===== src/rtl/dsi_pkg.sv =====
// Shared DSI checksum constants and the byte-wide CRC-16 step used by the
// streaming engine and by any reference model.
package dsi_pkg;

    localparam logic [15:0] DSI_CRC_POLY = 16'h1021;
    localparam logic [15:0] DSI_CRC_INIT = 16'hFFFF;

    // Fold one byte into the CRC register. With refin set the register is kept
    // in reflected form, so the byte enters bit 0 first and the polynomial is
    // applied bit-reversed.
    function automatic logic [15:0] crc16_byte(
        input logic [15:0] crc,
        input logic [7:0]  data_byte,
        input logic [15:0] poly,
        input logic        refin
    );
        logic [15:0] c;
        logic [15:0] rpoly;
        for (int i = 0; i < 16; i++) begin
            rpoly[i] = poly[15-i];
        end
        c = crc;
        if (refin) begin
            c = c ^ {8'h00, data_byte};
            for (int b = 0; b < 8; b++) begin
                c = c[0] ? ((c >> 1) ^ rpoly) : (c >> 1);
            end
        end else begin
            c = c ^ {data_byte, 8'h00};
            for (int b = 0; b < 8; b++) begin
                c = c[15] ? ((c << 1) ^ poly) : (c << 1);
            end
        end
        return c;
    endfunction

endpackage


===== src/rtl/dsi_crc16_stream_if.sv =====
// Byte-lane stream bundle used for both the payload input and the
// payload+footer output of the CRC engine.
//
// Handshake: a beat transfers on a rising clk edge where valid && ready.
// The master holds data/keep/last stable while valid && !ready, and never
// withdraws valid before the transfer; ready may be asserted freely.
interface dsi_crc16_stream_if #(
    parameter int BYTES = 4
) ();

    logic                 valid;
    logic                 ready;
    logic [8*BYTES-1:0]   data;
    logic [BYTES-1:0]     keep;
    logic                 last;

    modport master (output valid, output data, output keep, output last, input ready);
    modport slave  (input valid, input data, input keep, input last, output ready);

endinterface


===== src/rtl/crc16_dn_comb.sv =====
// Combinational fold of up to BYTES bytes into a CRC-16 register, lane 0 first.
// Lanes with lane_en low leave the register untouched.
module crc16_dn_comb import dsi_pkg::*; #(
    parameter int          BYTES = 4,
    parameter logic [15:0] POLY  = DSI_CRC_POLY,
    parameter bit          REFIN = 1'b1
) (
    input  logic [15:0]          crc_in,
    input  logic [8*BYTES-1:0]   data,
    input  logic [BYTES-1:0]     lane_en,
    output logic [15:0]          crc_out
);

    // Unrolled chain of byte steps, one per enabled lane, in wire order.
    always_comb begin
        crc_out = crc_in;
        for (int i = 0; i < BYTES; i++) begin
            if (lane_en[i]) begin
                crc_out = crc16_byte(crc_out, data[8*i +: 8], POLY, REFIN);
            end
        end
    end

endmodule


===== src/rtl/dsi_crc16_stream.sv =====
// Streaming DSI long-packet CRC-16: forwards payload beats through a single
// output register and appends the two checksum bytes, packing them into the
// spare lanes of the last beat when they fit, otherwise into one extra beat
// (two single-lane beats when BYTES is 1 and the last beat is full).
module dsi_crc16_stream import dsi_pkg::*; #(
    parameter int          BYTES = 4,
    parameter logic [15:0] POLY  = DSI_CRC_POLY,
    parameter logic [15:0] INIT  = DSI_CRC_INIT,
    parameter bit          REFIN = 1'b1
) (
    input  logic                 clk,
    input  logic                 rst_n,
    input  logic                 clr,
    dsi_crc16_stream_if.slave    s,
    dsi_crc16_stream_if.master   m,
    output logic [15:0]          crc_value,
    output logic                 crc_done,
    output logic [0:0]           dbg_state
);

    localparam logic [0:0] ST_PASS = 1'b0;
    localparam logic [0:0] ST_FOOT = 1'b1;

    logic [0:0]          state;
    logic [15:0]         crc_reg;
    logic [15:0]         crc_next;
    logic [15:0]         pend;
    logic [15:0]         pend_n;
    logic [1:0]          pend_cnt;
    logic [1:0]          cnt_n;
    logic                out_valid;
    logic                out_last;
    logic [8*BYTES-1:0]  out_data;
    logic [BYTES-1:0]    out_keep;
    logic                out_free;
    logic                accept;
    logic                ovf;
    logic [BYTES-1:0]    lane_en;
    int                  keep_cnt;
    logic [8*BYTES-1:0]  pass_data;
    logic [BYTES-1:0]    pass_keep;
    logic                pass_last;
    logic [8*BYTES-1:0]  foot_data;
    logic [BYTES-1:0]    foot_keep;
    logic                foot_last;

    assign out_free  = !out_valid || m.ready;
    assign s.ready   = (state == ST_PASS) && out_free && !clr;
    assign accept    = s.valid && s.ready;
    assign lane_en   = s.last ? s.keep : '1;

    assign m.valid   = out_valid;
    assign m.data    = out_data;
    assign m.keep    = out_keep;
    assign m.last    = out_last;
    assign dbg_state = state;

    crc16_dn_comb #(
        .BYTES (BYTES),
        .POLY  (POLY),
        .REFIN (REFIN)
    ) u_fold (
        .crc_in  (crc_reg),
        .data    (s.data),
        .lane_en (lane_en),
        .crc_out (crc_next)
    );

    // Number of payload bytes in the last beat (keep is contiguous from lane 0).
    always_comb begin
        keep_cnt = 0;
        for (int i = 0; i < BYTES; i++) begin
            if (s.keep[i]) keep_cnt = keep_cnt + 1;
        end
    end

    // Beat built from an accepted input: payload, then footer bytes in the free lanes.
    always_comb begin
        pass_data = '0;
        pass_keep = '0;
        if (!s.last) begin
            pass_data = s.data;
            pass_keep = '1;
        end else begin
            for (int i = 0; i < BYTES; i++) begin
                if (i < keep_cnt) begin
                    pass_data[8*i +: 8] = s.data[8*i +: 8];
                    pass_keep[i]        = 1'b1;
                end else if (i == keep_cnt) begin
                    pass_data[8*i +: 8] = crc_next[7:0];
                    pass_keep[i]        = 1'b1;
                end else if (i == keep_cnt + 1) begin
                    pass_data[8*i +: 8] = crc_next[15:8];
                    pass_keep[i]        = 1'b1;
                end
            end
        end
        ovf       = s.last && (keep_cnt >= BYTES - 1);
        pass_last = s.last && !ovf;
        pend_n    = (keep_cnt == BYTES) ? crc_next : {8'h00, crc_next[15:8]};
        cnt_n     = (keep_cnt == BYTES) ? 2'd2 : 2'd1;
    end

    // Beat carrying leftover footer bytes from lane 0 up.
    always_comb begin
        foot_data = '0;
        foot_keep = '0;
        for (int i = 0; i < BYTES; i++) begin
            if (i < 2 && i < int'(pend_cnt)) begin
                foot_data[8*i +: 8] = (i == 0) ? pend[7:0] : pend[15:8];
                foot_keep[i]        = 1'b1;
            end
        end
        foot_last = int'(pend_cnt) <= BYTES;
    end

    // CRC register, PASS/FOOT sequencing, output slice and checksum report.
    always_ff @(posedge clk or negedge rst_n) begin
        if (!rst_n) begin
            state     <= ST_PASS;
            crc_reg   <= INIT;
            pend      <= '0;
            pend_cnt  <= '0;
            out_valid <= 1'b0;
            out_data  <= '0;
            out_keep  <= '0;
            out_last  <= 1'b0;
            crc_value <= 16'hFFFF;
            crc_done  <= 1'b0;
        end else if (clr) begin
            state     <= ST_PASS;
            crc_reg   <= INIT;
            pend_cnt  <= '0;
            out_valid <= 1'b0;
            crc_done  <= 1'b0;
        end else begin
            crc_done <= 1'b0;
            if (out_valid && m.ready) out_valid <= 1'b0;
            if (accept) begin
                out_valid <= 1'b1;
                out_data  <= pass_data;
                out_keep  <= pass_keep;
                out_last  <= pass_last;
                if (s.last) begin
                    crc_reg   <= INIT;
                    crc_value <= crc_next;
                    crc_done  <= 1'b1;
                    if (ovf) begin
                        state    <= ST_FOOT;
                        pend     <= pend_n;
                        pend_cnt <= cnt_n;
                    end
                end else begin
                    crc_reg <= crc_next;
                end
            end else if (state == ST_FOOT && out_free) begin
                out_valid <= 1'b1;
                out_data  <= foot_data;
                out_keep  <= foot_keep;
                out_last  <= foot_last;
                pend      <= {8'h00, pend[15:8]};
                pend_cnt  <= pend_cnt - 2'd1;
                if (foot_last) state <= ST_PASS;
            end
        end
    end

endmodule


===== src/flat_wrapper.sv =====
// flat-port wrapper written by rule: the top's interface ports become plain ports
module dsi_crc16_stream_flat import dsi_pkg::*;
#(
    parameter int          BYTES = 4,
    parameter logic [15:0] POLY  = DSI_CRC_POLY,
    parameter logic [15:0] INIT  = DSI_CRC_INIT,
    parameter bit          REFIN = 1'b1
)
  (clk, rst_n, clr, crc_value, crc_done, dbg_state, s_valid, s_data, s_keep, s_last, s_ready, m_valid, m_data, m_keep, m_last, m_ready);
  dsi_crc16_stream_if #(.BYTES(BYTES)) s_i ();
  dsi_crc16_stream_if #(.BYTES(BYTES)) m_i ();
  input  logic clk;
  input  logic rst_n;
  input  logic clr;
  output logic [15:0] crc_value;
  output logic crc_done;
  output logic [0:0] dbg_state;
  input wire logic [$bits(s_i.valid)-1:0] s_valid;
  input wire logic [$bits(s_i.data)-1:0] s_data;
  input wire logic [$bits(s_i.keep)-1:0] s_keep;
  input wire logic [$bits(s_i.last)-1:0] s_last;
  output wire logic [$bits(s_i.ready)-1:0] s_ready;
  output wire logic [$bits(m_i.valid)-1:0] m_valid;
  output wire logic [$bits(m_i.data)-1:0] m_data;
  output wire logic [$bits(m_i.keep)-1:0] m_keep;
  output wire logic [$bits(m_i.last)-1:0] m_last;
  input wire logic [$bits(m_i.ready)-1:0] m_ready;
  assign s_i.valid = s_valid;
  assign s_i.data = s_data;
  assign s_i.keep = s_keep;
  assign s_i.last = s_last;
  assign s_ready = s_i.ready;
  assign m_valid = m_i.valid;
  assign m_data = m_i.data;
  assign m_keep = m_i.keep;
  assign m_last = m_i.last;
  assign m_i.ready = m_ready;
  dsi_crc16_stream #(.BYTES(BYTES), .POLY(POLY), .INIT(INIT), .REFIN(REFIN)) u_core (.clk(clk), .rst_n(rst_n), .clr(clr), .s(s_i), .m(m_i), .crc_value(crc_value), .crc_done(crc_done), .dbg_state(dbg_state));
endmodule

===== config.mk =====
export PLATFORM = sky130hd
export DESIGN_NAME = dsi_crc16_stream_flat
export DESIGN_NICKNAME = d
export VERILOG_FILES = /design/src/rtl/dsi_pkg.sv /design/src/rtl/dsi_crc16_stream_if.sv /design/src/rtl/crc16_dn_comb.sv /design/src/rtl/dsi_crc16_stream.sv /design/src/flat_wrapper.sv
export SDC_FILE = /design/constraint.sdc
export NUM_CORES = 1
export LEC_CHECK = 0
export ABC_AREA = 0
export CORE_MARGIN = 2
export CORE_UTILIZATION = 50
export CTS_BUF_LIST = sky130_fd_sc_hd__clkbuf_8
export DETAILED_ROUTE_END_ITERATION = 10
export GPL_ROUTABILITY_DRIVEN = 0
export GPL_TIMING_DRIVEN = 0
export PLACE_DENSITY = 0.8
export SLEW_MARGIN = 20
export SYNTH_ARGS = -nofsm -noshare
export SYNTH_HDL_FRONTEND = slang
export SYNTH_SLANG_ARGS = --single-unit

===== constraint.sdc =====
create_clock -name clk -period 3.57 [get_ports clk]
set_input_delay 0.714 -clock clk [delete_from_list [all_inputs] [get_ports clk]]
set_output_delay 0.714 -clock clk [all_outputs]
set_load 0.05 [all_outputs]

==> flow_summary.toml <==
[floorplanning]
die_y_um = 127
initial_core_util = 0.507
core_area_um2 = 15000
die_w_um = 127
dieArea_um2 = 16200
ios = 99
rows = 45

[sta]
worstMarginPinSlew_ns = 1.32
fin_worst_skew_ns = 0.0215
relSlewSlack = 0.111
fmax_mhz = 214
final.setup.worst_slack_ns = -1.11
setup_viol = 81
rsz0062_at_grt = "yes"
finalHoldViolCount = 0
slew_violations = 0
min_period_ns = 4.68
period_share = 1.31

[global_routing]
first_global_vias = 7930
grtUsageTotal = 0.382
antenna_found_initial = 0
grt_start_max_net_pins = 52
grt_pass1_wl_um = 46600
overflow = 0

[layout]
stdcell_area_um2 = 11400
largest_reg_flops = 32
area_growth_pct = 50.2
nets = 1048
layout.cells.non_filler = 1195
final_layout_size_suffix_gt1_frac = 0.414

[routing]
wl_per_cell_um = 30.0
drt-total-wl_um = 35900
ant_nets = 0
drtIter0Drc = 1419
drcViolationCount = 0
firstDrtPassIters = 8
via_count = 8492
post_drt_via_cell_ratio = 7.11

[setup_path]
cp-end-kind = "flop"
r2r_slack_ns = -1.11
worst_ep_required_time_ns = 3.83
crit_end = "u_core.m.data[23]"
worst-r2r-cell-count = 13
r2r-start = "u_core.crc_reg[13]"
r2r-end = "u_core.m.data[23]"
arrival_ns = 4.94
crit_fanout = 5
critPathKind = "reg -> reg"
startpoint_type = "flop"
cp-startpoint = "u_core.crc_reg[13]"

[clock_tree]
cts_tree = "done"
cts_root_buffer = "clkbuf_8"
cts_made_buffers = 9
clk_pin_slew_ns = 0.11
cts.sinks = 90
cts.htree.levels = 3
clock_latency_ns = 0.40
clockBufferDepth = 2

[synthesis]
synth_area_per_cell_um2 = 9.66
synth_fp_nets = 836
synth_top_family_by_area = "compound AO/OA/AOI/OAI gates"
synth-async-reset-ratio = 1.00
synth-edff-count = 0
synth.cell_area_um2 = 7620
synthFlopType = "dfrtp_1"
synth_fa_ha_area_frac = 0.00821
ys_seq_elements = 90
synthSimpleGateAreaFrac = 0.155
synthCells = 789
synth_most_common_cell = "nand2_1"
synth_compound_area_frac = 0.231
synth_xor_area_frac = 0.190
synth.distinct_cells = 95
synth_top_area_share = 0.190
synth.top_cells.by_count = "nand2_1 (77), nor2_1 (64), dfrtp_1 (58)"
yosysWarnings = 0
synthMuxAreaShare = 0.0635
ys_top_cells_by_area = "dfrtp_1 (19%), dfstp_2 (11%), xnor2_1 (4.6%), nand2_1 (3.8%), a21oi_1 (3.7%)"
synth-seq-area-share = 0.301
yosys.area.top_type = "dfrtp_1"

[run_status]
violations = "negative setup slack"
status = "complete, but fails checks"

[placement]
place_inst = 1071
place_ws_ns = -1.72
port_buffers = 93
hpwl_um = 19000
placed_cell_area_um2 = 9050

[job]
drv_cap = 0

[min_path]
hp-class = "in -> async"
worst min-delay path by stage:
stage / start / end / slack [ns] / cells after the start
after global routing: rst_n / u_core.crc_done / 0.41 / 1
after detailed placement: u_core.crc_value[9] / u_core.crc_value[9] / 0.46 / 2
final: rst_n / u_core.crc_done / 0.35 / 1
after global placement: u_core.crc_value[9] / u_core.crc_value[9] / 0.45 / 2
after floorplan: rst_n / u_core.crc_done / 0.42 / 0
after CTS: rst_n / u_core.crc_done / 0.37 / 1
final cells by class:
cell class | instances | area (µm²)
Multi-Input combinational cell | 643 | 6260
Antenna cell | 1 | 2.50
Sequential cell | 90 | 2290
Inverter | 8 | 30.0
Tap cell | 188 | 235
Timing Repair Buffer | 203 | 2010
Fill cell | 814 | 3590
Clock inverter | 6 | 87.6
Buffer | 46 | 394
Clock buffer | 10 | 138
per-stage QoR:
stage / hold slack (ns) / util / setup TNS [ns]
6_report: 0.351 / 0.761 / -56.85
5_1_grt: 0.406 / 0.761 / -60.18
4_1_cts: 0.370 / 0.726 / -24.93
3_5_place_dp: 0.458 / 0.602 / -108.73
3_3_place_gp: 0.452 / 0.601 / -200.13
2_1_floorplan: 0.418 / - / -4.92
cell families after synthesis:
family	count (synthesis)
buf+inv	56
fa+ha+maj	5
compound gates	247
simple gates	241
flops	90
mux	38
xor+xnor	112
cells in the final DEF (no fill, tap or decap), types with 18 or more instances in the layout:
cell and count:
o21ai_1 19, dfstp_2 32, nor2_1 57, a21oi_2 24, nand2_1 70, dfrtp_1 58
xor2_1 18, o21ai_0 28, a21oi_1 28, xnor2_4 24, buf_4 65, clkdlybuf4s50_1 79
buf_6 42, xnor2_2 19
routing by layer:
metal	GRT usage	vias to the layer above	share of wire
met2	0.588	847	0.42
met1	0.471	4012	0.33
met5	0	-	0
met4	0.265	0	0.11
met3	0.0988	324	0.14
li1	-	3309	-
critical path, stage by stage, from the launching register on:
cell	delay, ns
dfstp_2	0.58
xor3_1	0.42
mux2i_1	0.26
xnor2_1	0.25
a21oi_2	0.11
or4_4	0.53
and4_4	0.19
or3_4	0.34
a31oi_4	0.28
xnor2_2	0.11
xnor2_2	0.63
xnor2_4	0.28
a221oi_1	0.37
o211ai_1	0.15
what timing repair did:
| item | 4_1_cts | 5_1_grt |
|---|---|---|
| pin swaps | 79 | 52 |
| cloned | 0 | 0 |
| setup buffers | 87 | 30 |
| resized for setup | 211 | 78 |
| setup endpoints to repair | 82 | 81 |
| hold buffers | 0 | 0 |
Power is not shown: default switching activity piles up to over one toggle a cycle in this logic, so the estimate is an artifact.
